--- config.mk ---
export PLATFORM = sky130hd
export DESIGN_NAME = biquad_iir_mc
export DESIGN_NICKNAME = d
export VERILOG_FILES = /design/src/rtl/biquad_pkg.sv /design/src/rtl/biquad_round_sat.sv /design/src/rtl/biquad_iir_mc.sv
export SDC_FILE = /design/constraint.sdc
export NUM_CORES = 2
export LEC_CHECK = 0
export CAP_MARGIN = 10
export CORE_UTILIZATION = 50
export CTS_CLUSTER_DIAMETER = 50
export DETAILED_ROUTE_END_ITERATION = 10
export PLACE_DENSITY = 0.75
export SKIP_LAST_GASP = 1
export SLEW_MARGIN = 30
export SYNTH_ARGS = -nofsm -noshare
export SYNTH_HDL_FRONTEND = slang
export SYNTH_SLANG_ARGS = --single-unit
--- constraint.sdc ---
create_clock -name clk -period 19.55 [get_ports clk]
set_input_delay 2.9325 -clock clk [delete_from_list [all_inputs] [get_ports clk]]
set_output_delay 2.9325 -clock clk [all_outputs]
set_load 0.01 [all_outputs]
--- src/rtl/biquad_pkg.sv ---
// Shared types and constants for the multi-channel biquad section and its helpers.
package biquad_pkg;

    typedef enum logic [1:0] {
        IDLE = 2'd0,
        MAC  = 2'd1,
        WB   = 2'd2
    } state_e;

    // Coefficient index doubles as the MAC step counter.
    typedef enum logic [2:0] {
        B0 = 3'd0,
        B1 = 3'd1,
        B2 = 3'd2,
        A1 = 3'd3,
        A2 = 3'd4
    } coef_idx_e;

    localparam int     NCOEF    = 5;
    localparam int     DEF_FRAC = 14;
    localparam longint ONE      = longint'(1) << DEF_FRAC;

    function automatic longint one_of(input int frac);
        return longint'(1) << frac;
    endfunction

    // Reset bank is a unity passthrough: b0 = 1.0, everything else 0.
    function automatic longint reset_coef(input int idx, input int frac);
        return (idx == int'(B0)) ? one_of(frac) : 64'sd0;
    endfunction

endpackage

--- src/rtl/biquad_round_sat.sv ---
// Round-half-up, drop FRAC fractional bits and clip an accumulator to a DATA_W sample.
module biquad_round_sat #(
    parameter int ACC_W  = 48,
    parameter int DATA_W = 16,
    parameter int FRAC   = 14
) (
    input  logic signed [ACC_W-1:0]  acc_i,
    output logic signed [DATA_W-1:0] data_o,
    output logic                     sat_o
);

    localparam logic signed [ACC_W-1:0] HALF = ACC_W'(1) <<< (FRAC - 1);

    logic signed [ACC_W-1:0]      rounded;
    logic signed [ACC_W-1:0]      shifted;
    logic        [ACC_W-DATA_W:0] upper;
    logic                         fits;

    assign rounded = acc_i + HALF;
    assign shifted = rounded >>> FRAC;

    // The value fits when every bit above the sample's sign bit copies it.
    assign upper = shifted[ACC_W-1:DATA_W-1];
    assign fits  = (&upper) | (~|upper);

    always_comb begin
        data_o = shifted[DATA_W-1:0];
        sat_o  = 1'b0;
        if (!fits) begin
            sat_o  = 1'b1;
            data_o = shifted[ACC_W-1] ? {1'b1, {(DATA_W-1){1'b0}}}
                                      : {1'b0, {(DATA_W-1){1'b1}}};
        end
    end

endmodule

--- src/rtl/biquad_iir_mc.sv ---
// Multi-channel direct-form-I biquad with one shared multiplier, 7 cycles per sample,
// double-buffered runtime coefficients and per-channel history.
module biquad_iir_mc
    import biquad_pkg::*;
#(
    parameter int DATA_W  = 16,
    parameter int COEFF_W = 18,
    parameter int FRAC    = 14,
    parameter int ACC_W   = 48,
    parameter int NCH     = 2,
    localparam int CH_W   = (NCH > 1) ? $clog2(NCH) : 1
) (
    input  logic                      clk,
    input  logic                      reset_n,
    input  logic                      in_valid,
    output logic                      in_ready,
    input  logic [CH_W-1:0]           in_ch,
    input  logic signed [DATA_W-1:0]  in_data,
    output logic                      out_valid,
    output logic [CH_W-1:0]           out_ch,
    output logic signed [DATA_W-1:0]  out_data,
    output logic                      out_sat,
    input  logic                      coef_we,
    input  logic [2:0]                coef_addr,
    input  logic signed [COEFF_W-1:0] coef_data,
    input  logic                      coef_commit,
    input  logic                      clear
);

    localparam int PROD_W = DATA_W + COEFF_W;

    typedef logic signed [DATA_W-1:0]  samp_t;
    typedef logic signed [COEFF_W-1:0] coef_t;

    state_e                  state_q;
    coef_idx_e               k_q;
    logic [CH_W-1:0]         ch_q;
    samp_t                   x0_q;
    logic signed [ACC_W-1:0] acc_q;
    logic signed [ACC_W-1:0] acc_d;

    samp_t x1_q [NCH];
    samp_t x2_q [NCH];
    samp_t y1_q [NCH];
    samp_t y2_q [NCH];

    coef_t shadow_q [NCOEF];
    coef_t shadow_d [NCOEF];
    coef_t active_q [NCOEF];
    logic  pending_q;
    logic  commit_now;

    logic            out_valid_q;
    logic [CH_W-1:0] out_ch_q;
    samp_t           out_data_q;
    logic            out_sat_q;

    logic            accept;
    logic            ch_ok;
    logic [CH_W-1:0] ch_idx;

    samp_t                    op;
    coef_t                    cf;
    logic                     neg;
    logic signed [PROD_W-1:0] prod;
    logic signed [ACC_W-1:0]  prod_ext;

    samp_t rs_data;
    logic  rs_sat;

    assign in_ready = reset_n && (state_q == IDLE) && !clear;
    assign accept   = in_valid && in_ready;

    // Out-of-range channels still run the full sequence but touch no history.
    assign ch_ok  = (int'(ch_q) < NCH);
    assign ch_idx = ch_ok ? ch_q : '0;

    always_comb begin
        op  = x0_q;
        cf  = active_q[B0];
        neg = 1'b0;
        case (k_q)
            B0: begin op = x0_q;          cf = active_q[B0];             end
            B1: begin op = x1_q[ch_idx];  cf = active_q[B1];             end
            B2: begin op = x2_q[ch_idx];  cf = active_q[B2];             end
            A1: begin op = y1_q[ch_idx];  cf = active_q[A1]; neg = 1'b1; end
            A2: begin op = y2_q[ch_idx];  cf = active_q[A2]; neg = 1'b1; end
            default: ;
        endcase
    end

    assign prod     = op * cf;
    assign prod_ext = {{(ACC_W-PROD_W){prod[PROD_W-1]}}, prod};
    assign acc_d    = neg ? (acc_q - prod_ext) : (acc_q + prod_ext);

    biquad_round_sat #(
        .ACC_W  (ACC_W),
        .DATA_W (DATA_W),
        .FRAC   (FRAC)
    ) u_round_sat (
        .acc_i  (acc_q),
        .data_o (rs_data),
        .sat_o  (rs_sat)
    );

    // A write in the same cycle as a commit must land in the copied bank.
    always_comb begin
        for (int i = 0; i < NCOEF; i++) begin
            shadow_d[i] = shadow_q[i];
        end
        if (coef_we && (int'(coef_addr) < NCOEF)) begin
            shadow_d[coef_addr] = coef_data;
        end
    end

    assign commit_now = ((state_q == IDLE) && coef_commit) ||
                        ((state_q == WB) && (pending_q || coef_commit));

    always_ff @(posedge clk or negedge reset_n) begin
        if (!reset_n) begin
            for (int i = 0; i < NCOEF; i++) begin
                shadow_q[i] <= COEFF_W'(reset_coef(i, FRAC));
                active_q[i] <= COEFF_W'(reset_coef(i, FRAC));
            end
            pending_q <= 1'b0;
        end else begin
            for (int i = 0; i < NCOEF; i++) begin
                shadow_q[i] <= shadow_d[i];
            end
            if (commit_now) begin
                for (int i = 0; i < NCOEF; i++) begin
                    active_q[i] <= shadow_d[i];
                end
            end
            pending_q <= commit_now ? 1'b0
                                    : (pending_q | (coef_commit && (state_q != IDLE)));
        end
    end

    always_ff @(posedge clk or negedge reset_n) begin
        if (!reset_n) begin
            state_q     <= IDLE;
            k_q         <= B0;
            ch_q        <= '0;
            x0_q        <= '0;
            acc_q       <= '0;
            out_valid_q <= 1'b0;
            out_ch_q    <= '0;
            out_data_q  <= '0;
            out_sat_q   <= 1'b0;
            for (int i = 0; i < NCH; i++) begin
                x1_q[i] <= '0;
                x2_q[i] <= '0;
                y1_q[i] <= '0;
                y2_q[i] <= '0;
            end
        end else begin
            out_valid_q <= 1'b0;
            case (state_q)
                IDLE: begin
                    if (clear) begin
                        for (int i = 0; i < NCH; i++) begin
                            x1_q[i] <= '0;
                            x2_q[i] <= '0;
                            y1_q[i] <= '0;
                            y2_q[i] <= '0;
                        end
                    end
                    if (accept) begin
                        ch_q    <= in_ch;
                        x0_q    <= in_data;
                        acc_q   <= '0;
                        k_q     <= B0;
                        state_q <= MAC;
                    end
                end
                MAC: begin
                    acc_q <= acc_d;
                    if (k_q == A2) begin
                        state_q <= WB;
                    end else begin
                        k_q <= coef_idx_e'(k_q + 3'd1);
                    end
                end
                WB: begin
                    out_valid_q <= 1'b1;
                    out_ch_q    <= ch_q;
                    out_data_q  <= ch_ok ? rs_data : '0;
                    out_sat_q   <= ch_ok ? rs_sat : 1'b0;
                    if (ch_ok) begin
                        x2_q[ch_idx] <= x1_q[ch_idx];
                        x1_q[ch_idx] <= x0_q;
                        y2_q[ch_idx] <= y1_q[ch_idx];
                        y1_q[ch_idx] <= rs_data;
                    end
                    state_q <= IDLE;
                end
                default: state_q <= IDLE;
            endcase
        end
    end

    assign out_valid = out_valid_q;
    assign out_ch    = out_ch_q;
    assign out_data  = out_data_q;
    assign out_sat   = out_sat_q;

endmodule

* Yosys cells after proc, flatten, opt, wreduce, memory -nomap -nowiden
Index checks and enable logic that the tools add are counted.
Storage, ports and cells: register bits after elaboration 398, input port bits 44, output and inout port bits 20
Cells by class: $add $sub $neg 4, $mul 1, order comparisons 5, equality and inequality tests 10, mux-type cells 44, bitwise logic cells 4, reductions and logical operators 25
Operators by type and width (number):
- 32-bit case mux with 2 select lines | 4
- 16-bit 2-to-1 mux | 15
- 32-bit bitwise mux | 4
- 48-bit 2-to-1 mux | 2
- 48-bit case mux with 2 select lines | 1
- 90-bit bitwise mux | 1
- 90-bit 2-to-1 mux | 1
- 18-bit case mux with 4 select lines | 1
- 16-bit case mux with 4 select lines | 1
- 18-bit demux with 3-bit select | 1
- 48-bit by 15-bit adder with 48-bit output (second input constant) | 1
- 48-bit by 34-bit adder with 48-bit output | 1
- 48-bit by 34-bit subtractor with 48-bit output | 1
- 16-bit by 18-bit multiplier with 34-bit output | 1
- 32-bit 2-to-1 mux | 1
- 19-bit AND reduction | 1
- 19-bit OR reduction | 1
- 18-bit 2-to-1 mux | 1
- 16-bit demux with 1-bit select | 1
- 1-bit logical AND | 9
- 2-bit != test (second input constant) | 4
- 2-bit AND reduction | 4
- 3-bit by 2-bit == test with 1-bit output (second input constant) | 2
- 3-bit 2-to-1 mux | 2
- other kinds (23) | 32

* Longest topological paths before layout
depth after elaboration 9, mapped depth 49

* Cells and area by module
A second synthesis with hierarchy kept.
Unflattened totals: cell total of the unflattened synthesis 3158, area total of the unflattened synthesis 31779.2 µm²
By module, submodules not included:
- biquad_iir_mc | instances 1, cells each 3010, area each 30703.2 µm², sequential area each 9962.1 µm²
- biquad_round_sat | instances 1, cells each 148, area each 1076.0 µm², sequential area each 0.0 µm²

* Worst setup path before layout
OpenSTA, ideal clock, no wires.
path kind register to register, start point register k_q[0], end point register acc_q[43], setup time 122 ps, data arrival time 11022 ps, required time 19428 ps, path slack 8406 ps, cell stages (with the launch flop) 44, period minus slack after synthesis 11144 ps, cell sequence dfrtp_1 ha_1 ha_1 clkbuf_1 a21o_1 clkbuf_1 buf_1 buf_1 o21bai_1 clkbuf_1 nor2_1 fa_1 inv_1 fa_1 fa_1 inv_1 fa_1 fa_1 [8 not listed] or4_1 o2111ai_1 nand4b_1 or4_1 or4b_1 a21o_1 xnor2_1 ha_1 a21oi_1 a21oi_1 a211oi_1 o21a_1 a21oi_1 o31ai_1 a21oi_1 o21ai_0 nand3_1 a32o_1
Between the ends: longest elaborated chain between the ends 6
Ends and longest elaborated chain:
- start: declaration | line biquad_iir_mc.sv:36 | coef_idx_e k_q;
- start signal: assignment | line biquad_iir_mc.sv:182 | k_q <= coef_idx_e'(k_q + 3'd1);
- 3-bit == test, or another cell as far along | line biquad_iir_mc.sv:82 | case (k_q)
- 16-bit case mux with 4 select lines / 18-bit case mux with 4 select lines (equally long branches) | line biquad_iir_mc.sv:82
- 16-bit by 18-bit multiplier with 34-bit output | line biquad_iir_mc.sv:92 | assign prod = op * cf;
- 48-bit by 34-bit adder with 48-bit output / 48-bit by 34-bit subtractor with 48-bit output (equally long branches) | line biquad_iir_mc.sv:94 | assign acc_d = neg ? (acc_q - prod_ext) : (acc_q + prod_ext);
- 48-bit 2-to-1 mux (*) | line biquad_iir_mc.sv:94
- 48-bit case mux with 2 select lines (*) | line biquad_iir_mc.sv:159 | case (state_q)
- end signal: assignment | line biquad_iir_mc.sv:146 | acc_q <= '0;
- end signal: assignment | line biquad_iir_mc.sv:172 | acc_q <= '0;
- end signal: assignment | line biquad_iir_mc.sv:178 | acc_q <= acc_d;
- end: declaration | line biquad_iir_mc.sv:39 | logic signed [ACC_W-1:0] acc_q;
Mark *: on every way between the ends. The rest lies on a longest branch, timed or not. A chain may end at the register's enable or synchronous reset.

* Worst setup path after layout
start point register k_q[1], end point register acc_q[43]
Same word-level chain as after synthesis.

==> metrics <==
post_cts resized 0; Ys Warns 0; Vias/cell 5.91; Skew-Pair Late Insertion Delay 600 ps; Fin. Hold Viols 0; first-pass GRT wire length 133 mm; CTS root buf clkbuf_16; Setup crit end kind register; worst slew pin tran 1040 ps; RSZ-0062 raised after global routing false; TritonCTS clock tree built; hold path startpoint out_sat; Port Buffers 63; syn_nets 3639; Post-Place Cells 3949; Die Ht 253 microns; Critical Path RT 20010 ps; Syn Inst Count 3163; status completed; FF-to-FF Start k_q[1]; Ant. Diodes 0; placer congestion estimate 0.915; htree depth 2; clock skew 25.2 ps; max incr delay on CP 790 ps; Final Setup Violations 0; Cell Rows 91; pin count of the biggest net entering global routing 181; final WL 80.7 mm; reg2reg path depth 40; largest area contributor in the netlist dfrtp_1; antenna-violating nets left 0; CTS Buf Count 45; initial DRC count 2128; Boundary Pins 64; Setup Buffers After CTS 0; Max Cap Violations 0; critical-path maximum fanout 26; Fmax 0.0795 GHz; vias in the first global route 24300; Crit-path slowest cell nor2_1; capturing point of the worst reg2reg path acc_q[43]; wire length per cell 20.0 microns; DP HPWL 59.4 mm; post-synthesis register bit count 398; DRC violations left 0; Layout area overhead 9.79%; Synth Area per Inst 9.94 sq um; CP endpoint acc_q[43]; gr usage total 26.1%; Hold Crit Depth 2; CP most frequent cell fa_1; via count 23800; Startpoint Class register; Worst setup startpoint k_q[1]; 1st-pass router iterations 5; area of the mapped netlist 31400 sq um; layout cells sized above 1 12.1%; core area 61900 sq um; antenna violations before repair 0; Initial Util 50.8%; die area 63900 sq um; Yosys top cell area share 31.5%; minimum clock period 12580 ps; clk slew on worst S/H paths 60 ps; Worst slew margin 30.6%; sequential cell area fraction in the yosys report 31.7%; Post-CTS Hold Buffers 0; DIE WIDTH 253 microns; Max Root-Sink Buffers 3; grt total ovfl 0; top_reg_cell synth dfrtp_1; Synth async-reset ratio 100%; Hold Path Class reg -> reg; Final Slew Violations 0; non-filler cells, final 4031; crit share post-route 64.4%; critical path type reg -> reg; # clock sinks 398; top cells by area, synth dfrtp_1 32%, fa_1 19%, mux2_2 7.3%, ha_1 5.6%, inv_1 4.5%; Worst EP arrival 13050 ps; Reg2Reg Setup Slack 6970 ps; fin nets 3636; Post-synth EDFFs 0; distinct cell type count after synthesis 79; setup TNS 0 ps
-- Yosys cell counts (74+ instances only) --
library cell  number
inv_1            378
dfrtp_1          396
nand2_1          230
ha_1             141
fa_1             291
nor2_1           284
mux2_2           203
xnor2_1           74
clkbuf_1         137
a22o_1            97
o21ai_0           93
a21oi_1          131
-- state kept, by name, summed over array words and instances, names as in the netlist --
register / flops
acc_q: 48
active_q: 90
ch_idx: 1
k_q: 3
out_ch: 1
out_data: 16
out_sat: 1
out_valid: 1
pending_q: 1
shadow_q: 90
state_q: 2
x0_q: 16
x1_q: 32
x2_q: 32
y1_q: 32
y2_q: 32
-- layout make-up --
| cell class | instances | area, sq um |
|---|---|---|
| Multi-Input combinational cell | 2230 | 19600 |
| Timing Repair Buffer | 107 | 1000 |
| Tap cell | 837 | 1050 |
| Clock inverter | 23 | 304 |
| Sequential cell | 398 | 9960 |
| Fill cell | 5308 | 27400 |
| Inverter | 378 | 1420 |
| Clock buffer | 58 | 1210 |
-- cells by family after synthesis --
kind of cell | after synthesis | synth area share (%)
flip-flops | 398 | 31.7
AO/OA/AOI/OAI | 648 | 14.4
AND/OR/NAND/NOR | 791 | 11.5
buffers and inverters | 535 | 6.44
multiplexers | 243 | 8.56
XOR/XNOR | 116 | 3.23
adder cells (fa/ha/maj) | 432 | 24.1
-- per-layer routing --
layer  wire length [microns]  global-route usage (%)  vias to the layer above
met5                       0                       0                        -
met4                    1930                    6.98                        0
met3                    5700                    4.40                      130
met2                   37500                    41.2                      835
met1                   35500                    37.1                    12100
li1                        -                       -                    10800
-- cells in the final DEF (no fill, tap or decap), types with 61 or more instances in the layout --
| cell | netlist | final |
|---|---|---|
| a21oi_1 | 131 | 130 |
| a22o_1 | 97 | 97 |
| clkdlybuf4s50_1 | 0 | 62 |
| dfrtp_1 | 396 | 395 |
| fa_1 | 291 | 291 |
| ha_1 | 141 | 141 |
| inv_1 | 378 | 378 |
| mux2_2 | 203 | 203 |
| nand2_1 | 230 | 229 |
| nand3_1 | 61 | 61 |
| nor2_1 | 284 | 282 |
| o21ai_0 | 93 | 93 |
| xnor2_1 | 74 | 74 |
-- critical path, delay by kind of cell, from the launching register on --
kind            cells  cell delay (ps)
compound gates     14             3120
xor+xnor            1              120
fa+ha+maj           9             4240
buf+inv             5              650
flops               1              420
simple gates       11             3870
-- metrics by stage --
stage / instance area (sq um) / hold slack (ps) / util [%] / worst slack, ps
after global placement: 33000 / 461 / 53.2 / 7470
after global routing: 34500 / 502 / 55.7 / 6160
final: 34500 / 485 / 55.7 / 6970
after detailed placement: 33000 / 470 / 53.2 / 7190
after floorplan: 31400 / 449 / - / 8410
after CTS: 34500 / 484 / 55.7 / 7080
-- worst min path at each step --
| stage | to |
|---|---|
| 3_3_place_gp | out_sat |
| 2_1_floorplan | acc_q[47] |
| 5_1_grt | shadow_q[11] |
| 4_1_cts | out_sat |
| 3_5_place_dp | out_sat |
| 6_report | out_sat |
Power is left out: the tool's default activity adds up to more than one toggle a clock period on the data nets, which glitch-free logic cannot reach.
